<file path="config.mk">
export PLATFORM = sky130hd
export DESIGN_NAME = decode_issue
export DESIGN_NICKNAME = d
export VERILOG_FILES = /design/src/rtl/decode_issue.sv
export SDC_FILE = /design/constraint.sdc
export NUM_CORES = 2
export LEC_CHECK = 0
export ABC_CLOCK_PERIOD_IN_PS = 85300
export CAP_MARGIN = 10
export CORE_MARGIN = 1
export CORE_UTILIZATION = 55
export CTS_BUF_LIST = sky130_fd_sc_hd__clkbuf_8
export DETAILED_ROUTE_END_ITERATION = 8
export GPL_ROUTABILITY_DRIVEN = 0
export GPL_TIMING_DRIVEN = 1
export PLACE_DENSITY_LB_ADDON = 0.05
export SLEW_MARGIN = 40
export SYNTH_ARGS = -nofsm -noshare
export SYNTH_HDL_FRONTEND = slang
export SYNTH_SLANG_ARGS = --single-unit
</file>
<file path="constraint.sdc">
create_clock -name clk -period 85.3 [get_ports clk]
set_clock_uncertainty 0.1 [all_clocks]
set_input_delay 17.06 -clock clk [delete_from_list [all_inputs] [get_ports clk]]
set_output_delay 17.06 -clock clk [all_outputs]
set_load 0.01 [all_outputs]
</file>
<file path="src/rtl/decode_issue.sv">
`default_nettype none
// ============================================================================
// Module   : decode_issue
// Brief    : Decode stage with integer/predicate register files, busy-bit
//            scoreboard and a one-entry issue register toward execution.
// Revision : 1.0
// ============================================================================
module decode_issue (
    input  logic        clk,
    input  logic        rst,
    input  logic        in_valid,
    output logic        in_ready,
    input  logic [31:0] instr,
    input  logic [31:0] pc_in,
    output logic        out_valid,
    input  logic        out_ready,
    output logic [6:0]  EX,
    output logic [31:0] Rx,
    output logic [31:0] Ry,
    output logic        Px,
    output logic        Py,
    output logic [31:0] imm_s,
    output logic [31:0] pc_n,
    output logic [4:0]  rd,
    output logic        rd_pred,
    output logic        rd_en,
    output logic        illegal,
    input  logic        wb_we_i,
    input  logic [4:0]  wb_addr_i,
    input  logic [31:0] wb_data_i,
    input  logic        wb_we_p,
    input  logic [2:0]  wb_addr_p,
    input  logic        wb_data_p,
    input  logic        flush
);

    logic [5:0]  w_op;
    logic [4:0]  w_rd, w_rs1, w_rs2;
    logic [6:0]  w_ex;
    logic        w_rd_en, w_rd_pred, w_illegal;
    logic        w_use_i1, w_use_i2, w_use_p1, w_use_p2;
    logic        w_hazard, w_accept;
    logic [31:0] w_wb_clr_i, w_busy_i_eff, w_busy_i_nxt;
    logic [7:0]  w_wb_clr_p, w_busy_p_eff, w_busy_p_nxt;
    logic [31:0] w_src1, w_src2;
    logic        w_psrc1, w_psrc2;

    logic [31:0] r_gpr [32];
    logic [7:0]  r_pr;
    logic [31:0] r_busy_i;
    logic [7:0]  r_busy_p;
    logic        r_out_valid;
    logic [6:0]  r_ex;
    logic [31:0] r_rx, r_ry, r_imm, r_pcn;
    logic        r_px, r_py;
    logic [4:0]  r_rd;
    logic        r_rd_pred, r_rd_en, r_illegal;

    assign w_op  = instr[31:26];
    assign w_rd  = instr[25:21];
    assign w_rs1 = instr[20:16];
    assign w_rs2 = instr[15:11];

    always_comb begin
        w_ex      = 7'd0;
        w_rd_en   = 1'b0;
        w_rd_pred = 1'b0;
        w_illegal = 1'b0;
        w_use_i1  = 1'b0;
        w_use_i2  = 1'b0;
        w_use_p1  = 1'b0;
        w_use_p2  = 1'b0;
        if (w_op >= 6'h01 && w_op <= 6'h0E) begin
            w_ex     = {(w_op == 6'h0E), 1'b0, w_op[3:0], 1'b1};
            w_rd_en  = 1'b1;
            w_use_i1 = 1'b1;
            w_use_i2 = 1'b1;
        end else if (w_op >= 6'h11 && w_op <= 6'h1D) begin
            w_ex     = {1'b0, 1'b1, w_op[3:0], 1'b1};
            w_rd_en  = 1'b1;
            w_use_i1 = (w_op != 6'h1D);
        end else if (w_op >= 6'h21 && w_op <= 6'h27) begin
            w_ex      = {3'b000, w_op[2:0], 1'b0};
            w_rd_en   = 1'b1;
            w_rd_pred = 1'b1;
            if (w_op <= 6'h24) begin
                w_use_p1 = 1'b1;
                w_use_p2 = (w_op != 6'h24);
            end else begin
                w_use_i1 = 1'b1;
            end
        end else if (w_op != 6'h00) begin
            w_illegal = 1'b1;
        end
    end

    // A writeback landing this cycle already frees its register for the reader
    assign w_wb_clr_i   = wb_we_i ? (32'd1 << wb_addr_i) : 32'd0;
    assign w_wb_clr_p   = wb_we_p ? (8'd1 << wb_addr_p) : 8'd0;
    assign w_busy_i_eff = r_busy_i & ~w_wb_clr_i;
    assign w_busy_p_eff = r_busy_p & ~w_wb_clr_p;

    assign w_hazard = (w_use_i1 & w_busy_i_eff[w_rs1])
                    | (w_use_i2 & w_busy_i_eff[w_rs2])
                    | (w_use_p1 & w_busy_p_eff[w_rs1[2:0]])
                    | (w_use_p2 & w_busy_p_eff[w_rs2[2:0]])
                    | (w_rd_en & (w_rd_pred ? w_busy_p_eff[w_rd[2:0]] : w_busy_i_eff[w_rd]));

    assign in_ready = (~r_out_valid | out_ready) & ~w_hazard & ~flush;
    assign w_accept = in_valid & in_ready;

    assign w_src1  = (wb_we_i && wb_addr_i == w_rs1 && w_rs1 != 5'd0) ? wb_data_i : r_gpr[w_rs1];
    assign w_src2  = (wb_we_i && wb_addr_i == w_rs2 && w_rs2 != 5'd0) ? wb_data_i : r_gpr[w_rs2];
    assign w_psrc1 = (wb_we_p && wb_addr_p == w_rs1[2:0]) ? wb_data_p : r_pr[w_rs1[2:0]];
    assign w_psrc2 = (wb_we_p && wb_addr_p == w_rs2[2:0]) ? wb_data_p : r_pr[w_rs2[2:0]];

    // Set is applied last so a new claim beats a same-cycle release
    always_comb begin
        w_busy_i_nxt = w_busy_i_eff;
        w_busy_p_nxt = w_busy_p_eff;
        if (flush && r_out_valid && r_rd_en) begin
            if (r_rd_pred) w_busy_p_nxt[r_rd[2:0]] = 1'b0;
            else           w_busy_i_nxt[r_rd]      = 1'b0;
        end
        if (w_accept && w_rd_en) begin
            if (w_rd_pred)             w_busy_p_nxt[w_rd[2:0]] = 1'b1;
            else if (w_rd != 5'd0)     w_busy_i_nxt[w_rd]      = 1'b1;
        end
    end

    always_ff @(posedge clk or posedge rst) begin
        if (rst) begin
            for (int i = 0; i < 32; i++) r_gpr[i] <= 32'd0;
            r_pr <= 8'd0;
        end else begin
            if (wb_we_i && wb_addr_i != 5'd0) r_gpr[wb_addr_i] <= wb_data_i;
            if (wb_we_p)                      r_pr[wb_addr_p]  <= wb_data_p;
        end
    end

    always_ff @(posedge clk or posedge rst) begin
        if (rst) begin
            r_busy_i    <= 32'd0;
            r_busy_p    <= 8'd0;
            r_out_valid <= 1'b0;
            r_ex        <= 7'd0;
            r_rx        <= 32'd0;
            r_ry        <= 32'd0;
            r_px        <= 1'b0;
            r_py        <= 1'b0;
            r_imm       <= 32'd0;
            r_pcn       <= 32'd0;
            r_rd        <= 5'd0;
            r_rd_pred   <= 1'b0;
            r_rd_en     <= 1'b0;
            r_illegal   <= 1'b0;
        end else begin
            r_busy_i <= w_busy_i_nxt;
            r_busy_p <= w_busy_p_nxt;
            if (flush)           r_out_valid <= 1'b0;
            else if (w_accept)   r_out_valid <= 1'b1;
            else if (out_ready)  r_out_valid <= 1'b0;
            if (w_accept) begin
                r_ex      <= w_ex;
                r_rx      <= w_src2;
                r_ry      <= w_src1;
                r_px      <= w_psrc2;
                r_py      <= w_psrc1;
                r_imm     <= {{16{instr[15]}}, instr[15:0]};
                r_pcn     <= pc_in;
                r_rd      <= w_rd_pred ? {2'b00, w_rd[2:0]} : w_rd;
                r_rd_pred <= w_rd_pred;
                r_rd_en   <= w_rd_en;
                r_illegal <= w_illegal;
            end
        end
    end

    assign out_valid = r_out_valid;
    assign EX        = r_ex;
    assign Rx        = r_rx;
    assign Ry        = r_ry;
    assign Px        = r_px;
    assign Py        = r_py;
    assign imm_s     = r_imm;
    assign pc_n      = r_pcn;
    assign rd        = r_rd;
    assign rd_pred   = r_rd_pred;
    assign rd_en     = r_rd_en;
    assign illegal   = r_illegal;

endmodule
`default_nettype wire

</file>
==> results <==
- The average instance in the mapped netlist occupies 15.2 µm².
- The number of rows created at floorplan is ~120.
- The final wirelength is around 180 mm.
- The combinational family with the most area after synthesis is multiplexers.
- The synthesized design contains 0 enable-type register cells.
- Clock-pin slew was measured on the worst setup and hold paths at 60 ps.
- The number of port buffers is 258.
- The synthesized design devotes to its leading area cell type a little under half of total area.
- The initial antenna violation count is 6.
- The die area is roughly 120000 µm².
- After Yosys synthesis, and, or, nand and nor cells account for about 3.2% of the synthesized area.
- With fillers left out, the area of the finished cells amounts to around 72000 µm².
- The flow ran to the end, but the final reports show violations.
- The HPWL after detailed placement is 99.8 mm.
- The placed cell area is between 60000 and 70000 µm².
- Summing the areas of all compound-gate instances in the mapped netlist gives about 2.4% of the synthesized area.
- The maximum vdd drop is ~15 µV.
- The all-layer global routing usage is a little under a third.
- The cell area that synthesis handed to floorplanning was between 60000 and 70000 µm².
- TritonCTS built the clock tree.
- The share of the synthesized netlist area taken by xor and xnor gates is 0.220%.
- In the final layout, flip-flops and latches occupy between 30000 and 40000 µm².
- The total instance count after detailed placement is 5586.
- For this design the ratio of total power to cell area is around 24 nW/µm².
- Before antenna repair, the detailed router went through 9 iterations.
- The critical path class is in2out.
- The area share of fa/ha/maj cells after synthesis is less than 1%.
- The final-report hold violation count is 0.
- The horizontal die dimension is roughly 340 µm.
- The share of synthesized flip-flops with an asynchronous set or reset is between 90% and 100%.
- The starting density of the core is between 50% and 60%.
- For this design the static power due to leakage is about 30 nW.
- The post-detailed-route DRC marker count is 68.
- The commonest register cell after synthesis is sky130_fd_sc_hd__dfrtp_1.
- The number of storage elements in the synthesis netlist is approximately 1200.
- The setup fix buffers added after clock tree synthesis is 0.
- Sorting the synthesized cells by how often they occur yields 1202 x sky130_fd_sc_hd__dfrtp_1, 1072 x sky130_fd_sc_hd__mux2_2, 653 x sky130_fd_sc_hd__mux4_2.
- The number of vias after detailed routing is 39400.
- The arrival time at the worst endpoint is about 22000 ps.
- The largest driver fanout on the critical path is 36.
- The kind of launch point of the worst setup path is an input port.
- Using the TritonRoute via totals, the vias-per-cell ratio works out to around 6.6.
- The remaining antenna violation count is 0.
- The portion of synthesized area spent on multiplexers is between 40% and 50%.
- The leading cell type by number of instances after synthesis is sky130_fd_sc_hd__dfrtp_1.
- The number of sinks on the clock net is ~1200.
- Counting every net in the synthesized netlist gives approximately 4300.
- The net total in the final layout is about 4400.
- The number of fillers in the final layout is approximately 8600.
- The insertion delay of the later-clocked pin in the worst-skew pair is 900 ps.
- The minimum setup slack among reg-to-reg paths is roughly 81000 ps.
- The clock tree synthesis step divided the H-tree into 4 levels.
- The share of the yosys chip area belonging to registers is a little under half.
- The tree is rooted in a sky130_fd_sc_hd__clkbuf_8.
- The number of global-route vias before repair came to 40900.
- Data on the critical path is required at its endpoint by 68140 ps.
- Setup violations remaining at the end of the flow were counted as 0.
- The signed area change from the synthesized netlist to the final layout is 12.5%.
- The area occupied by multi-input gates is 31900 µm².
- The final critical path time including I/O delays and setup is 38910 ps.
- The region available for standard cell placement spans roughly 110000 µm².
- The number of cells upsized or downsized after cts is 0.
- Setup repair after global routing left no endpoint under its margin.
- The final total negative setup slack is 0 ps.
- The leading area contributor after synthesis is sky130_fd_sc_hd__dfrtp_1.
- Buffers inserted during clock tree synthesis total 201.
- The number of buffers on the longest clock path is 3.
- Max-cap violations in this run came to 0.
- The final number of max-transition violations is 0.
- The Yosys warning count is 0.
- The fraction of final layout cells with drive strength greater than 1 is between 50% and 60%.
- The average routed wire per standard cell is just under 30 µm.
- Of the available clock period, the critical path in the final layout requires between 40% and 50%.
- The number of DRC markers after the initial detailed-route iteration is between 3000 and 4000.
- Headroom to the max-slew limit came out at between 40% and 50%.
- The synthesized netlist cell count is about 4200.
- The number of hold buffers added after cts is 0.
- The post-synthesis cell type count is between 70 and 80.
- In this run the vertical extent of the chip is 342 µm.
- Based on the critical path, the design can be clocked at up to between 20 and 30 MHz.
- STA classifies the critical path endpoint as an output port.
- The pin count of the biggest net entering global routing is ~150.
- The final reports fail on DRC.
- The class of the tightest hold or removal check is reg2reg.
- The first global-routing pass estimated about 270 mm of wire.
- The count of non-filler cells in the finished layout is just under 6000.
- 259 I/O pins were placed.
- For this run the aggregate overflow at the end of global routing stands at 0.
- For the pin with the worst max-slew slack, the measured transition is between 800 and 900 ps.
- In the post-synthesis netlist, the biggest area contributors are sky130_fd_sc_hd__dfrtp_1 47%, sky130_fd_sc_hd__mux4_2 23%, sky130_fd_sc_hd__mux2_2 19%.
==> worst max-delay path, stage by stage <==
cell,delay [ps]
sky130_fd_sc_hd__clkdlybuf4s50_1,890
sky130_fd_sc_hd__nand4_1,820
sky130_fd_sc_hd__nor2_4,280
sky130_fd_sc_hd__buf_4,650
sky130_fd_sc_hd__o22ai_1,210
sky130_fd_sc_hd__o211a_1,290
sky130_fd_sc_hd__o311a_1,130
sky130_fd_sc_hd__nor4_1,340
sky130_fd_sc_hd__nand2b_1,100
sky130_fd_sc_hd__nor3_1,340
sky130_fd_sc_hd__clkdlybuf4s50_1,630
==> final cells by class <==
type	instances	area share (%)
sequential	1202	42.0
antenna	7	0.0245
multi-input combinational	2500	44.6
clock buffer	262	5.03
inverter	20	0.128
clock inverter	96	0.709
timing repair buffer	355	4.91
tap	1512	2.64
==> through the flow <==
stage / util, % / total power [W] / worst slack (ps) / hold slack (ps)
global placement: 58.6 / 0.00116 / 46460 / 277
global route: 62.5 / 0.00177 / 46090 / 307
detailed placement: 58.8 / 0.00117 / 46410 / 284
CTS: 62.4 / 0.00170 / 46380 / 297
finish: 62.5 / 0.00168 / 46390 / 293
floorplan: - / 0.00104 / 34280 / 341
==> power by group <==
group / switching [W] / total (W) / leakage (nW) / internal [W]
clock network: 0.000239 / 0.000520 / 2.36 / 0.000280
registers: 0.0000793 / 0.000767 / 15.4 / 0.000687
logic: 0.000149 / 0.000398 / 12.8 / 0.000249
total: 0.000468 / 0.00168 / 30.6 / 0.00122
==> routing by layer <==
layer | track usage [%] | vias up | wire length (µm)
li1 | - | 16300 | -
met3 | 5.43 | 363 | 11600
met2 | 49.2 | 1472 | 85700
met5 | 0 | - | 0
met1 | 44.3 | 21300 | 74800
met4 | 9.55 | 0 | 5030
==> cells in the final DEF (no fill, tap or decap), types with 14 or more instances in the layout <==
cell type	instances
sky130_fd_sc_hd__mux2_2	1072
sky130_fd_sc_hd__o21ai_0	119
sky130_fd_sc_hd__o21bai_1	19
sky130_fd_sc_hd__buf_6	28
sky130_fd_sc_hd__mux4_2	653
sky130_fd_sc_hd__nor3_1	14
sky130_fd_sc_hd__inv_1	74
sky130_fd_sc_hd__nor2_1	30
sky130_fd_sc_hd__clkinv_2	22
sky130_fd_sc_hd__dfrtp_1	1202
sky130_fd_sc_hd__buf_4	59
sky130_fd_sc_hd__nand3_1	42
sky130_fd_sc_hd__mux2_4	20
sky130_fd_sc_hd__nor2_4	18
sky130_fd_sc_hd__buf_2	21
sky130_fd_sc_hd__nand2_1	209
sky130_fd_sc_hd__mux2i_1	78
sky130_fd_sc_hd__clkdlybuf4s50_1	229
sky130_fd_sc_hd__clkbuf_8	262
==> state kept, by name (all words and copies together), names as in the netlist <==
signal and cells:
EX 7, Px 1, Py 1, Rx 32
Ry 32, illegal 1, imm_s 16, out_valid 1
pc_n 32, r_busy_i 32, r_busy_p 8, r_gpr 1024
r_pr 8, rd 5, rd_en 1, rd_pred 1
==> cells by family after synthesis <==
logic type / after synthesis
and+or+nand+nor: 424
adders and majority gates: 1
DFF: 1202
xor gates and xnor gates: 16
AOI/OAI and AO/OA: 236
muxes: 1823
buffers and inverters: 489
==> worst paths after layout <==
path,startpoint,to,cells past startpoint
max in group asynchronous,rst,r_gpr[100]$_DFFE_PP0P_,6
worst min register to register,r_gpr[1021]$_DFFE_PP0P_,r_gpr[1021]$_DFFE_PP0P_,0
worst max register to register,r_busy_i[13]$_DFF_PP0_,Ry[12]$_DFFE_PP0P_,9
worst max-delay path,wb_addr_i[2],in_ready,11
worst min-delay path,r_gpr[1021]$_DFFE_PP0P_,r_gpr[1021]$_DFFE_PP0P_,0
min in group asynchronous,rst,pc_n[3]$_DFFE_PP0P_,2
(Power assumes the default switching activity.)
